$ cat config.mk
export PLATFORM = sky130hd
export DESIGN_NAME = ldtu_hamm_ofifo_reader
export DESIGN_NICKNAME = d
export VERILOG_FILES = /design/src/rtl/ldtu_hamm_ofifo_reader.sv
export SDC_FILE = /design/constraint.sdc
export NUM_CORES = 1
export LEC_CHECK = 0
export BUFFER_PORTS_ARGS = -buffer_cell sky130_fd_sc_hd__buf_2
export CAP_MARGIN = 20
export CORE_MARGIN = 2
export CORE_UTILIZATION = 32
export CTS_BUF_LIST = sky130_fd_sc_hd__clkbuf_4
export DETAILED_ROUTE_END_ITERATION = 12
export GPL_TIMING_DRIVEN = 0
export PLACE_DENSITY = 0.48
export SYNTH_ARGS = -nofsm -noshare
export SYNTH_HDL_FRONTEND = slang
export SYNTH_SLANG_ARGS = --single-unit
$ cat constraint.sdc
create_clock -name CLK -period 13.4 [get_ports CLK]
set_clock_uncertainty 0.2 [all_clocks]
set_input_delay 2.01 -clock CLK [delete_from_list [all_inputs] [get_ports CLK]]
set_output_delay 2.01 -clock CLK [all_outputs]
set_load 0.005 [all_outputs]
$ cat src/rtl/ldtu_hamm_ofifo_reader.sv
// Output-FIFO reader for the LiTe-DTU Hamming store: pops 38-bit words,
// corrects single errors and buffers 32-bit data towards the serializer.
module ldtu_hamm_ofifo_reader #(
  parameter int Nbits_ham  = 38,
  parameter int Nbits_data = 32,
  parameter int OBUF_DEPTH = 4,
  parameter int CNT_W      = 8
) (
  input  logic                  CLK,
  input  logic                  rst,
  input  logic                  fifo_empty,
  input  logic [Nbits_ham-1:0]  fifo_data,
  input  logic                  fifo_decode,
  output logic                  read_signal,
  output logic [Nbits_data-1:0] out_data,
  output logic                  out_corr,
  output logic                  out_uncorr,
  output logic                  out_valid,
  input  logic                  out_ready,
  input  logic                  clr_cnt,
  output logic [CNT_W-1:0]      cnt_corr,
  output logic [CNT_W-1:0]      cnt_uncorr,
  output logic                  overflow
);

  localparam int AW = $clog2(OBUF_DEPTH);
  localparam int OW = AW + 1;
  localparam int SW = $clog2(Nbits_ham + 1);
  localparam int EW = Nbits_data + 2;

  logic [SW-1:0]         w_syn;
  logic [Nbits_ham-1:0]  w_fix;
  logic [Nbits_data-1:0] w_dat;
  logic                  w_corr;
  logic                  w_uncorr;
  logic                  w_pop;
  logic                  w_push;
  logic                  w_full;
  logic [OW:0]           w_need;

  logic [EW-1:0]    r_mem [OBUF_DEPTH];
  logic [AW-1:0]    r_wr;
  logic [AW-1:0]    r_rd;
  logic [OW-1:0]    r_occ;
  logic [CNT_W-1:0] r_cnt_corr;
  logic [CNT_W-1:0] r_cnt_uncorr;
  logic             r_ovf;

  // Syndrome is the XOR of the positions of all set bits
  always_comb begin
    w_syn = '0;
    for (int p = 1; p <= Nbits_ham; p++) begin
      if (fifo_data[p-1]) w_syn = w_syn ^ SW'(p);
    end
  end

  assign w_corr   = (w_syn != '0) && (w_syn <= SW'(Nbits_ham));
  assign w_uncorr = w_syn > SW'(Nbits_ham);

  always_comb begin
    w_fix = fifo_data;
    for (int p = 1; p <= Nbits_ham; p++) begin
      if (w_corr && (w_syn == SW'(p))) w_fix[p-1] = ~fifo_data[p-1];
    end
  end

  // Data bits occupy the non-power-of-two positions in ascending order
  always_comb begin
    int j;
    j = 0;
    w_dat = '0;
    for (int p = 1; p <= Nbits_ham; p++) begin
      if ((p & (p - 1)) != 0) begin
        w_dat[j] = w_fix[p-1];
        j = j + 1;
      end
    end
  end

  assign out_valid = r_occ != '0;
  assign w_full    = r_occ == OW'(OBUF_DEPTH);
  assign w_pop     = out_valid & out_ready;
  assign w_push    = fifo_decode & (~w_full | w_pop);

  // A word already in flight reserves its slot; a same-cycle pop is not credited
  assign w_need      = {1'b0, r_occ} + (OW+1)'(fifo_decode);
  assign read_signal = ~fifo_empty & ~rst &
                       (w_need < (OW+1)'(OBUF_DEPTH));

  always_ff @(posedge CLK or posedge rst) begin
    if (rst) begin
      r_wr  <= '0;
      r_rd  <= '0;
      r_occ <= '0;
      for (int i = 0; i < OBUF_DEPTH; i++) r_mem[i] <= '0;
    end else begin
      if (w_push) begin
        r_mem[r_wr] <= {w_uncorr, w_corr, w_dat};
        r_wr        <= r_wr + 1'b1;
      end
      if (w_pop) r_rd <= r_rd + 1'b1;
      unique case (1'b1)
        w_push & ~w_pop: r_occ <= r_occ + 1'b1;
        w_pop & ~w_push: r_occ <= r_occ - 1'b1;
        default: ;
      endcase
    end
  end

  always_ff @(posedge CLK or posedge rst) begin
    if (rst) begin
      r_cnt_corr   <= '0;
      r_cnt_uncorr <= '0;
      r_ovf        <= 1'b0;
    end else begin
      if (fifo_decode & w_full & ~w_pop) r_ovf <= 1'b1;
      if (clr_cnt) begin
        r_cnt_corr   <= '0;
        r_cnt_uncorr <= '0;
      end else if (fifo_decode) begin
        if (w_corr && (r_cnt_corr != '1))
          r_cnt_corr <= r_cnt_corr + 1'b1;
        if (w_uncorr && (r_cnt_uncorr != '1))
          r_cnt_uncorr <= r_cnt_uncorr + 1'b1;
      end
    end
  end

  assign out_data   = r_mem[r_rd][Nbits_data-1:0];
  assign out_corr   = r_mem[r_rd][Nbits_data];
  assign out_uncorr = r_mem[r_rd][Nbits_data+1];
  assign cnt_corr   = r_cnt_corr;
  assign cnt_uncorr = r_cnt_uncorr;
  assign overflow   = r_ovf;

endmodule

-- Word-level counts from Yosys, hierarchy flattened
Index checks and enable logic that the tools add are counted.
- add/subtract/negate cells: 7
- $lt $le $gt $ge: 6
- equal/unequal tests: 35
- multiplexer cells: 83
- bitwise gates (word level): 85
- reduce and logical (&&, ||, !) cells: 44
- operator list (operator ; count):
    bitwise mux 136 bit ; 1
    2-to-1 mux 34 bit ; 3
    == test 6 x 5 -> 1 bit (second input constant) ; 15
    2-to-1 mux 5 bit ; 16
    binary-select mux 34 bit (select 2 bit) ; 1
    demux 34 bit (select 2 bit) ; 1
    2-to-1 mux 8 bit ; 6
    == test 6 x 4 -> 1 bit (second input constant) ; 7
    2-to-1 mux 6 bit ; 7
    NOT 3 bit ; 13
    NOT 1 bit ; 37
    == test 6 bit (second input constant) ; 6
    logical AND 1 bit ; 36
    2-to-1 mux 1 bit ; 33
    2-to-1 mux 4 bit ; 8
    NOT 2 bit ; 13
    NOT 4 bit ; 5
    == test 6 x 3 -> 1 bit (second input constant) ; 3
    adder 8 x 1 -> 8 bit (second input constant) ; 2
    inequality test 8 bit (second input constant) ; 2
    2-to-1 mux 3 bit ; 4
    AND 1 bit ; 8
    nonzero test 2 bit ; 4
    == test 6 x 2 -> 1 bit (second input constant) ; 1
    other kinds (19) ; 28
- bits in registers: 160
- input bits: 44
- output and inout port bits: 53
- logic and storage cells: 270

-- Logic depth before layout (Yosys ltp)
Gate-level depths: netlist (run 1).
- depth in word-level cells: 76
- gate-level depth with buffers: 10
- mapped depth without buffers: 9

-- Worst setup path after synthesis (run 1)
Ideal clock, no wire load.
- path type: in2reg
- start: input port fifo_data[30]
- end: register r_cnt_corr[2] (netlist: cnt_corr[2])
- setup time: 0.078 ns
- arrival: 4.407 ns
- data required time: 13.122 ns
- setup slack: 8.715 ns
- stages: 8
- buffers on the path: 1
- path through: xnor2_1 -> xnor3_4 -> xnor3_1 -> a311oi_4 -> o221ai_2 -> buf_6 -> or3_1 -> a21oi_1
- word-level cells in the longest chain between the ends: 16
- elaborated cells on any way between the ends: 20
- classes of those cells: order compare (1); mux (8); bitwise (6); reduce/logical (5)
- RTL lines (item ; line ; text):
    start: declaration ; 12 ; input logic [Nbits_ham-1:0] fifo_data,
    2-to-1 mux 5 bit * ; 53 ; if (fifo_data[p-1]) w_syn = w_syn ^ SW'(p);
    2-to-1 mux 6 bit * ; 53 ;
    NOT 2 bit (no line) / 2-to-1 mux 6 bit (equally long branches) ; -- ;
    2-to-1 mux 6 bit * (2 in a row) ; 53 ;
    NOT 3 bit (no line) / NOT 2 bit (equally long branches) ; -- ;
    2-to-1 mux 6 bit * (2 in a row) ; 53 ;
    NOT 3 bit (no line) / 2-to-1 mux 6 bit (equally long branches) ; -- ;
    2-to-1 mux 6 bit * (2 in a row) ; 53 ;
    less-or-equal comparator 6 bit / nonzero test 6 bit (equally long branches) ; 57 ; assign w_corr = (w_syn != '0) && (w_syn <= SW'(Nbits_ham));
    logical AND 1 bit * ; 57 ;
    logical AND 1 bit * ; 121 ; if (w_corr && (r_cnt_corr != '1))
    nonzero test 2 bit (no line) * ; -- ;
    AND reduction 2 bit (no line) * ; -- ;
    end signal: assignment ; 122 ; r_cnt_corr <= r_cnt_corr + 1'b1;
    end: declaration ; 45 ; logic [CNT_W-1:0] r_cnt_corr;
Mark *: on every way between the ends. The rest lies on a longest branch, timed or not.
A chain may end at the register's enable or synchronous reset.

-- Worst setup path in the final report (run 1)
- start: register r_rd[0]
- end: output port out_data[17]
- word-level cells in the longest chain between the ends: 4
- RTL lines (item ; line ; text):
    start: declaration ; 43 ; logic [AW-1:0] r_rd;
    start signal: assignment ; 101 ; if (w_pop) r_rd <= r_rd + 1'b1;
    NOT 2 -> 3 bit (implied by the code) ; 129 ; assign out_data = r_mem[r_rd][Nbits_data-1:0];
    binary-select mux 34 bit (select 2 bit) ; 129 ;
    2-to-1 mux 34 bit (implied by the code) (2 in a row) ; 129 ;
    end: declaration ; 15 ; output logic [Nbits_data-1:0] out_data,
Every way passes these cells. The select of a mux whose other input is x is not followed.

==> reports/qor.yml, run 1 <==
cells_and_area:
  fin_cells: 1203
  fill_cells: 2523
  final_cell_mix: "nand2_1, dfrtp_1, o21ai_0, buf_2, xor2_1"
  nets: 910
  drive_gt1_share_pct: 21.4
  area_growth_pct: 15.9
  final_common_cell: "nand2_1"
route:
  via_count: 5910
  wl_per_cell_um: 19.7
  routed_wl_um: 23700
  first_pass_iters: 4
  ant_nets: 0
  via_per_inst: 4.91
  drt-initial-drc-count: 408
  drc: 0
floorplan:
  initial_core_util_pct: 32.6
  die_w_um: 164
  fp.dieArea_um2: 27000
  core_area_um2: 25200
  die_h_um: 164
  rows: 58
  io_pins: 97
power_and_ir_drop:
  p_comb_share_pct: 46.5
  pwr_density_cell_nw_per_um2: 227
  p_int_w: 0.00132
  netSwitchingPower_w: 0.000849
  power_switching_share_pct: 39.2
  p_leak_nw: 4.33
  fin_total_pwr_w: 0.00217
  ir_drop_v: 0.0000807
  pwr-share-clk_pct: 17.0
  power_frac_seq_pct: 36.5
clocking:
  postCtsSetupBuffers: 0
  cts_tree: "done"
  path_clk_slew_ps: 140
  numCtsBuffers: 17
  ctsHoldBuffers: 0
  cts.sinks: 160
  insertion_delay_ps: 560
  h-tree-depth: 4
  root_buffer: "clkbuf_4"
  cts_max_path_buffers: 2
  cts_resized: 0
synth:
  syn_inst: 742
  ys_seq_area_share_pct: 48.7
  ys_types: 41
  synth.mux.area_fraction_pct: 10.6
  syn-num-nets: 794
  synth_fa_ha_area_share_pct: 1.31
  synth-compound-area-share_pct: 9.94
  synth_xor_area_share_pct: 15.2
  syn_area_um2: 8220
  synthSimpleGateAreaFrac_pct: 11.9
  ys_seq_elements: 160
  synth_warnings: 0
  avgSynthCellArea_um2: 11.1
  synth_top_family_by_area: "XOR/XNOR gates"
critical_path:
  r2r_setup_slack_ps: 10210
  cp-start-kind: "register"
  cp_data_required_time_ps: 11190
  cp_slowest_cell: "buf_1"
  crit_arrival_ps: 3720
  critPathMaxFanout: 10
  cp-end-kind: "output pin"
  cpLargestDelayFamily: "buffers and inverters"
  worstPathCellList: "clkbuf_1, clkbuf_1, buf_1, mux4_2, buf_2"
  crit_buf_inv: 4
  worst_path_most_repeated_cell: "clkbuf_1"
  slowest_delay_ps: 820
  worst-setup-path-type: "register to output pin"
grt:
  grt_max_degree: 120
  grt_pass1_vias: 5942
  grt_use_total_pct: 18.5
  antenna_found_initial: 4
  grt_pass1_wl_um: 36600
  overflow: 0
place:
  gp_congestion: 0.777
  hpwl_um: 16700
  placed_cells: 1168
  port-buffer-count: 95
sta:
  period_needed_ps: 5930
  finalCritPeriodShare_pct: 44.2
  setup_tns_ps: 0
  tightest_slew_ps: 1010
  hold_viol_final: 0
  finalMaxSlewViolations: 0
  fmax_mhz: 169
  slew_headroom_pct: 33.0
  finalSetupViolCount: 0
  rsz0062_at_grt: "no"
hold_path:
  hold_path.class: "register to register"
run:
  maxCapViolations: 0
status:
  status: "finished clean"
==> Yosys cell counts <==
master    number  area, um^2
mux2i_1        3        30.0
o22a_2         1        10.0
nor2b_1        4        25.0
xnor2_1       29         254
nand4_1        5        31.3
and2_1         1        6.26
o31ai_1        6        45.0
o21ai_0      132         661
nor4_1        12        75.1
o21a_1         1        7.51
mux2_2         7        78.8
a21oi_1        5        25.0
xor3_4         2        55.1
xnor3_1       15         338
o221ai_2       1        15.0
a21o_1         1        7.51
nand3_1       11        55.1
xor2_1        42         368
nor3_1         1        5.00
clkbuf_1      36         135
nor2_1        18        67.6
xor3_2         1        25.0
mux4_2        34         766
o21ba_2        1        10.0
ha_1           7        87.6
o31a_2         1        10.0
a311oi_4       1        26.3
buf_1          4        15.0
nand2_1      170         638
nor4b_1        2        17.5
and3_1         3        18.8
xnor3_4        3        78.8
or3_1          4        25.0
dfrtp_1      160        4000
fa_1           1        20.0
xnor2_2        2        32.5
xnor3_2        2        47.6
xor3_1         2        47.6
inv_1          8        30.0
or4_1          2        15.0
buf_6          1        11.3
==> registers in the layout, summed over array words and instances (netlist names) <==
signal	cells
r_wr	2
overflow	1
r_mem	136
r_occ	3
r_rd	2
cnt_uncorr	8
cnt_corr	8
==> routing by layer <==
| metal | up-vias | global-route usage [%] | part of all wire (%) |
|---|---|---|---|
| met5 | - | 0 | 0.068 |
| met4 | 2 | 3.15 | 0.47 |
| met3 | 9 | 3.91 | 4.4 |
| met2 | 116 | 28.8 | 47 |
| met1 | 2975 | 27.0 | 48 |
| li1 | 2808 | - | - |
==> cell type report <==
| type | count | area (um^2) | share of cell area (%) |
|---|---|---|---|
| sequential | 160 | 4000 | 42.0 |
| antenna | 3 | 7.51 | 0.0788 |
| timing repair buffer | 97 | 514 | 5.40 |
| buffer | 41 | 161 | 1.69 |
| clock buffer | 18 | 135 | 1.42 |
| clock inverter | 13 | 233 | 2.44 |
| inverter | 8 | 37.5 | 0.394 |
| multi-input combinational | 533 | 4030 | 42.2 |
| tap | 330 | 413 | 4.33 |
==> kinds of logic after synthesis <==
group,after synthesis
compound gates,150
xor+xnor,98
fa+ha+maj,8
buf+inv,49
flops,160
mux,44
simple gates,233
==> worst paths after layout <==
path	startpoint	endpoint	cells past startpoint
setup / recovery	r_rd[0]$_DFFE_PP0P_	out_data[17]	5
hold / removal	overflow$_DFFE_PP0P_	overflow$_DFFE_PP0P_	1
setup reg to reg	r_rd[0]$_DFFE_PP0P_	r_rd[1]$_DFFE_PP0P_	5
hold reg to reg	overflow$_DFFE_PP0P_	overflow$_DFFE_PP0P_	1
max in group asynchronous	rst	r_mem[10]$_DFFE_PP0P_	3
min in group asynchronous	rst	overflow$_DFFE_PP0P_	2
==> through the flow <==
step                      instance area, um^2  util (%)  hold slack [ps]  setup WS [ps]
after floorplan                          8220         -              243           6870
after global placement                   9110      36.2              247           4570
after detailed placement                 9140      36.3              243           7930
after CTS                                9510      37.8              284           7280
after global routing                     9530      37.8              302           7180
final                                    9530      37.8              275           7470
==> power groups by stage <==
stage	Clock [W]	Sequential [W]	Combinational, W
6_report	0.000368	0.000791	0.00101
5_1_grt	0.000400	0.000819	0.00113
4_1_cts	0.000378	0.000791	0.00102
3_5_place_dp	0	0.000801	0.00102
3_3_place_gp	0	0.000800	0.00102
2_1_floorplan	0	0.000770	0.000686
No activity file was read; power rests on OpenSTA's default activity.
==> run 2, diff against run 1 <==
--- a/config.mk
+++ b/config.mk
@@ -5,6 +5,7 @@
 export SDC_FILE = /design/constraint.sdc
 export NUM_CORES = 1
 export LEC_CHECK = 0
+export ABC_AREA = 1
 export BUFFER_PORTS_ARGS = -buffer_cell sky130_fd_sc_hd__buf_2
 export CAP_MARGIN = 20
 export CORE_MARGIN = 2
@@ -12,7 +13,7 @@
 export CTS_BUF_LIST = sky130_fd_sc_hd__clkbuf_4
 export DETAILED_ROUTE_END_ITERATION = 12
 export GPL_TIMING_DRIVEN = 0
-export PLACE_DENSITY = 0.48
+export PLACE_DENSITY = 0.49
 export SYNTH_ARGS = -nofsm -noshare
 export SYNTH_HDL_FRONTEND = slang
 export SYNTH_SLANG_ARGS = --single-unit
==> constraint.sdc (replaced) <==
create_clock -name CLK -period 4.9 [get_ports CLK]
set_clock_uncertainty 0.2 [all_clocks]
set_input_delay 0.735 -clock CLK [delete_from_list [all_inputs] [get_ports CLK]]
set_output_delay 0.735 -clock CLK [all_outputs]
set_load 0.005 [all_outputs]
==> run 2 against run 1 <==
- worst hold slack got worse by 83 ps
- first-iteration DRC count rose by 65%
- die area rose by 19%
- non-clock buffer count rose by 14
- highest routed layer is now met4
- flip-flop and latch count did not move
- critical path depth rose by 2
- count of clock-buffer cells in the layout rose by 3
==> reports/qor.yml, run 2 <==
synth:
  synth.mux.area_fraction_pct: 0.815  # -9.8 points
  syn_area_um2: 9830  # +20%
  synth_area_leaders: "dfrtp_1, nand2_1, inv_1, o21ai_0, nand3_1"
  synth_edf_count: 0  # unchanged
  ys_seq_elements: 160  # unchanged
  synth-compound-area-share_pct: 12.0  # +2.1 points
  synthSimpleGateAreaFrac_pct: 28.5  # +17 points
  ys.flop_type: "dfrtp_1"
  synth_warnings: 0  # unchanged
  syn_inst: 1396  # +88%
  synth_top_area_share_pct: 40.7  # -8.0 points
  async_reset_ff_share_pct: 100  # unchanged
  syn-num-nets: 1448  # +82%
  yosys-top-cells-count: "nand2_1, inv_1, dfrtp_1, o21ai_0, nor2_1"
  ys_seq_area_share_pct: 40.7  # -8.0 points
  synth_fa_ha_area_share_pct: 1.09  # -0.21 points
  post-synth-top-count-cell: "nand2_1"
  synth_xor_area_share_pct: 4.77  # -10 points
  synth_top_family_by_area: "simple AND/OR/NAND/NOR gates"
  synth_area_leader_cell: "dfrtp_1"
  ys_types: 45  # +9.8%
  avgSynthCellArea_um2: 7.04  # -36%
sta:
  fmax_mhz: 258
  finalCritPeriodShare_pct: 79.2
  finalMaxSlewViolations: 0  # unchanged
  period_needed_ps: 3880
  setup_tns_ps: 0  # unchanged
  slew_headroom_pct: 49.0  # +16 points
  hold_viol_final: 0  # unchanged
  finalSetupViolCount: 0  # unchanged
  tightest_slew_ps: 765  # -240 ps
  rsz0062_at_grt: "no"
critical_path:
  cp-end-kind: "output pin"
  crit_arrival_ps: 2950  # -770 ps
  cp-start-kind: "register"
  critPathMaxFanout: 10  # unchanged
  cp_data_required_time_ps: 3960  # -7230 ps
  worst-setup-path-type: "register to output pin"
grt:
  antenna_found_initial: 1  # -3
  grt_max_degree: 39  # -68%
  grt_pass1_wl_um: 49800  # +36%
  overflow: 0  # unchanged
  grt_use_total_pct: 20.5  # +2.0 points
  grt_pass1_vias: 8881  # +49%
floorplan:
  rows: 64  # +10%
  initial_core_util_pct: 32.3  # -0.35 points
  die_w_um: 179  # +9.1%
  die_h_um: 179  # +9.1%
  fp.dieArea_um2: 32100  # +19%
  io_pins: 97  # unchanged
  core_area_um2: 30400  # +21%
route:
  drc: 0  # unchanged
  drt-initial-drc-count: 673  # +65%
  wl_per_cell_um: 16.5  # -16%
  ant_nets: 0  # unchanged
  via_count: 9270  # +57%
  routed_wl_um: 31600  # +33%
  first_pass_iters: 5  # +1
  via_per_inst: 4.84  # -1.5%
run:
  maxCapViolations: 0  # unchanged
cells_and_area:
  final_cell_mix: "nand2_1, inv_1, dfrtp_1, o21ai_0, nor2_1"
  final_common_cell: "nand2_1"
  largest_register: "r_mem"
  nets: 1559  # +71%
  largest_reg_flops: 136  # unchanged
  drive_gt1_share_pct: 14.2  # -7.2 points
  fill_cells: 3372  # +34%
  area_growth_pct: 13.5
  final_cell_area_um2: 11200  # +17%
clocking:
  cts_max_path_buffers: 2  # unchanged
  cts.sinks: 160  # unchanged
  path_clk_slew_ps: 150  # about the same
  cts_tree: "done"
  insertion_delay_ps: 580  # +20 ps
  numCtsBuffers: 17  # unchanged
  h-tree-depth: 4  # unchanged
  postCtsSetupBuffers: 0  # unchanged
  root_buffer: "clkbuf_4"
place:
  hpwl_um: 24100  # +45%
  gp_congestion: 0.880  # +13%
  place_area_um2: 10800  # +19%
  port-buffer-count: 87  # -8.4%
power_and_ir_drop:
  fin_total_pwr_w: 0.00611  # +180%
  p_leak_nw: 5.60  # +29%
  ir_drop_v: 0.000263  # +230%
  pwr_density_cell_nw_per_um2: 548  # +140%
hold_path:
  hold_path.class: "input port to register"
status:
  status: "finished clean"
==> run 2: changes by cell type in the layout (fill, tap and decap cells not counted), sizes merged, moves of 49 or more <==
cell,change
inv,+232
nand2,+186
nor2,+93
nand3,+80
or2,+49
==> run 2: repair_timing <==
| action | 4_1_cts | 5_1_grt |
|---|---|---|
| hold endpoints to repair | 20 | 0 |
| hold buffers | 1 | 0 |
| resized for setup | 0 | 0 |
==> run 2: report_power, final <==
| part | switching, W | internal (W) | total [W] |
|---|---|---|---|
| clock | 0.000483 | 0.000372 | 0.000855 |
| sequential | 0.000313 | 0.00191 | 0.00223 |
| combinational | 0.00192 | 0.00111 | 0.00303 |
==> run 2: layer usage <==
layer	global-route usage (%)	vias up	part of all wire [%]
met2	34.2	235	47
met1	27.5	4426	46
li1	-	4581	-
met4	5.21	0	1.5
met3	3.37	28	5.0
met5	0	-	0
==> run 2: area by class of cell <==
cell class                 count  area [um^2]  area share, %
multi-input combinational    929         4640           41.6
sequential                   160         4000           35.9
inverter                     247          931           8.35
timing repair buffer          92          526           4.71
tap                          396          495           4.44
buffer                        60          260           2.33
clock buffer                  21          158           1.41
clock inverter                10          139           1.25
antenna                        1         2.50         0.0224
==> run 2: through the flow <==
stage / util [%] / worst slack [ps] / hold slack (ps) / instances
after floorplan: - / 1940 / 248 / 1396
final: 36.6 / 1020 / 192 / 1916
after global placement: 35.4 / 637 / 249 / 1879
after global routing: 36.6 / 781 / 159 / 1916
after CTS: 36.6 / 999 / 143 / 1915
after detailed placement: 35.6 / 1280 / 258 / 1883
==> run 2: cell families after synthesis <==
family | Yosys count
buf+inv | 307
fa+ha+maj | 8
flops | 160
simple gates | 645
compound gates | 217
mux | 8
xor+xnor | 51
==> run 2: path summary, 6_finish.rpt <==
path	depth (start not counted)	startpoint	to	slack (ps)
setup / recovery	7	r_rd[0]$_DFFE_PP0P_	out_data[20]	1020
min in group asynchronous	3	rst	cnt_uncorr[3]$_DFFE_PP0P_	550
hold reg to reg	1	overflow$_DFFE_PP0P_	overflow$_DFFE_PP0P_	280
hold / removal	2	clr_cnt	cnt_corr[2]$_DFFE_PP0P_	190
setup reg to reg	9	r_occ[2]$_DFFE_PP0P_	r_mem[130]$_DFFE_PP0P_	1970
max in group asynchronous	7	rst	r_mem[34]$_DFFE_PP0P_	2580
==> run 2: critical path, cell delays in order, from the launching register on <==
cell and delay, ps:
dfrtp_1 370, clkbuf_1 160, inv_1 140, clkbuf_1 500, clkbuf_1 560, nor2_1 100, o22ai_1 370, buf_2 190
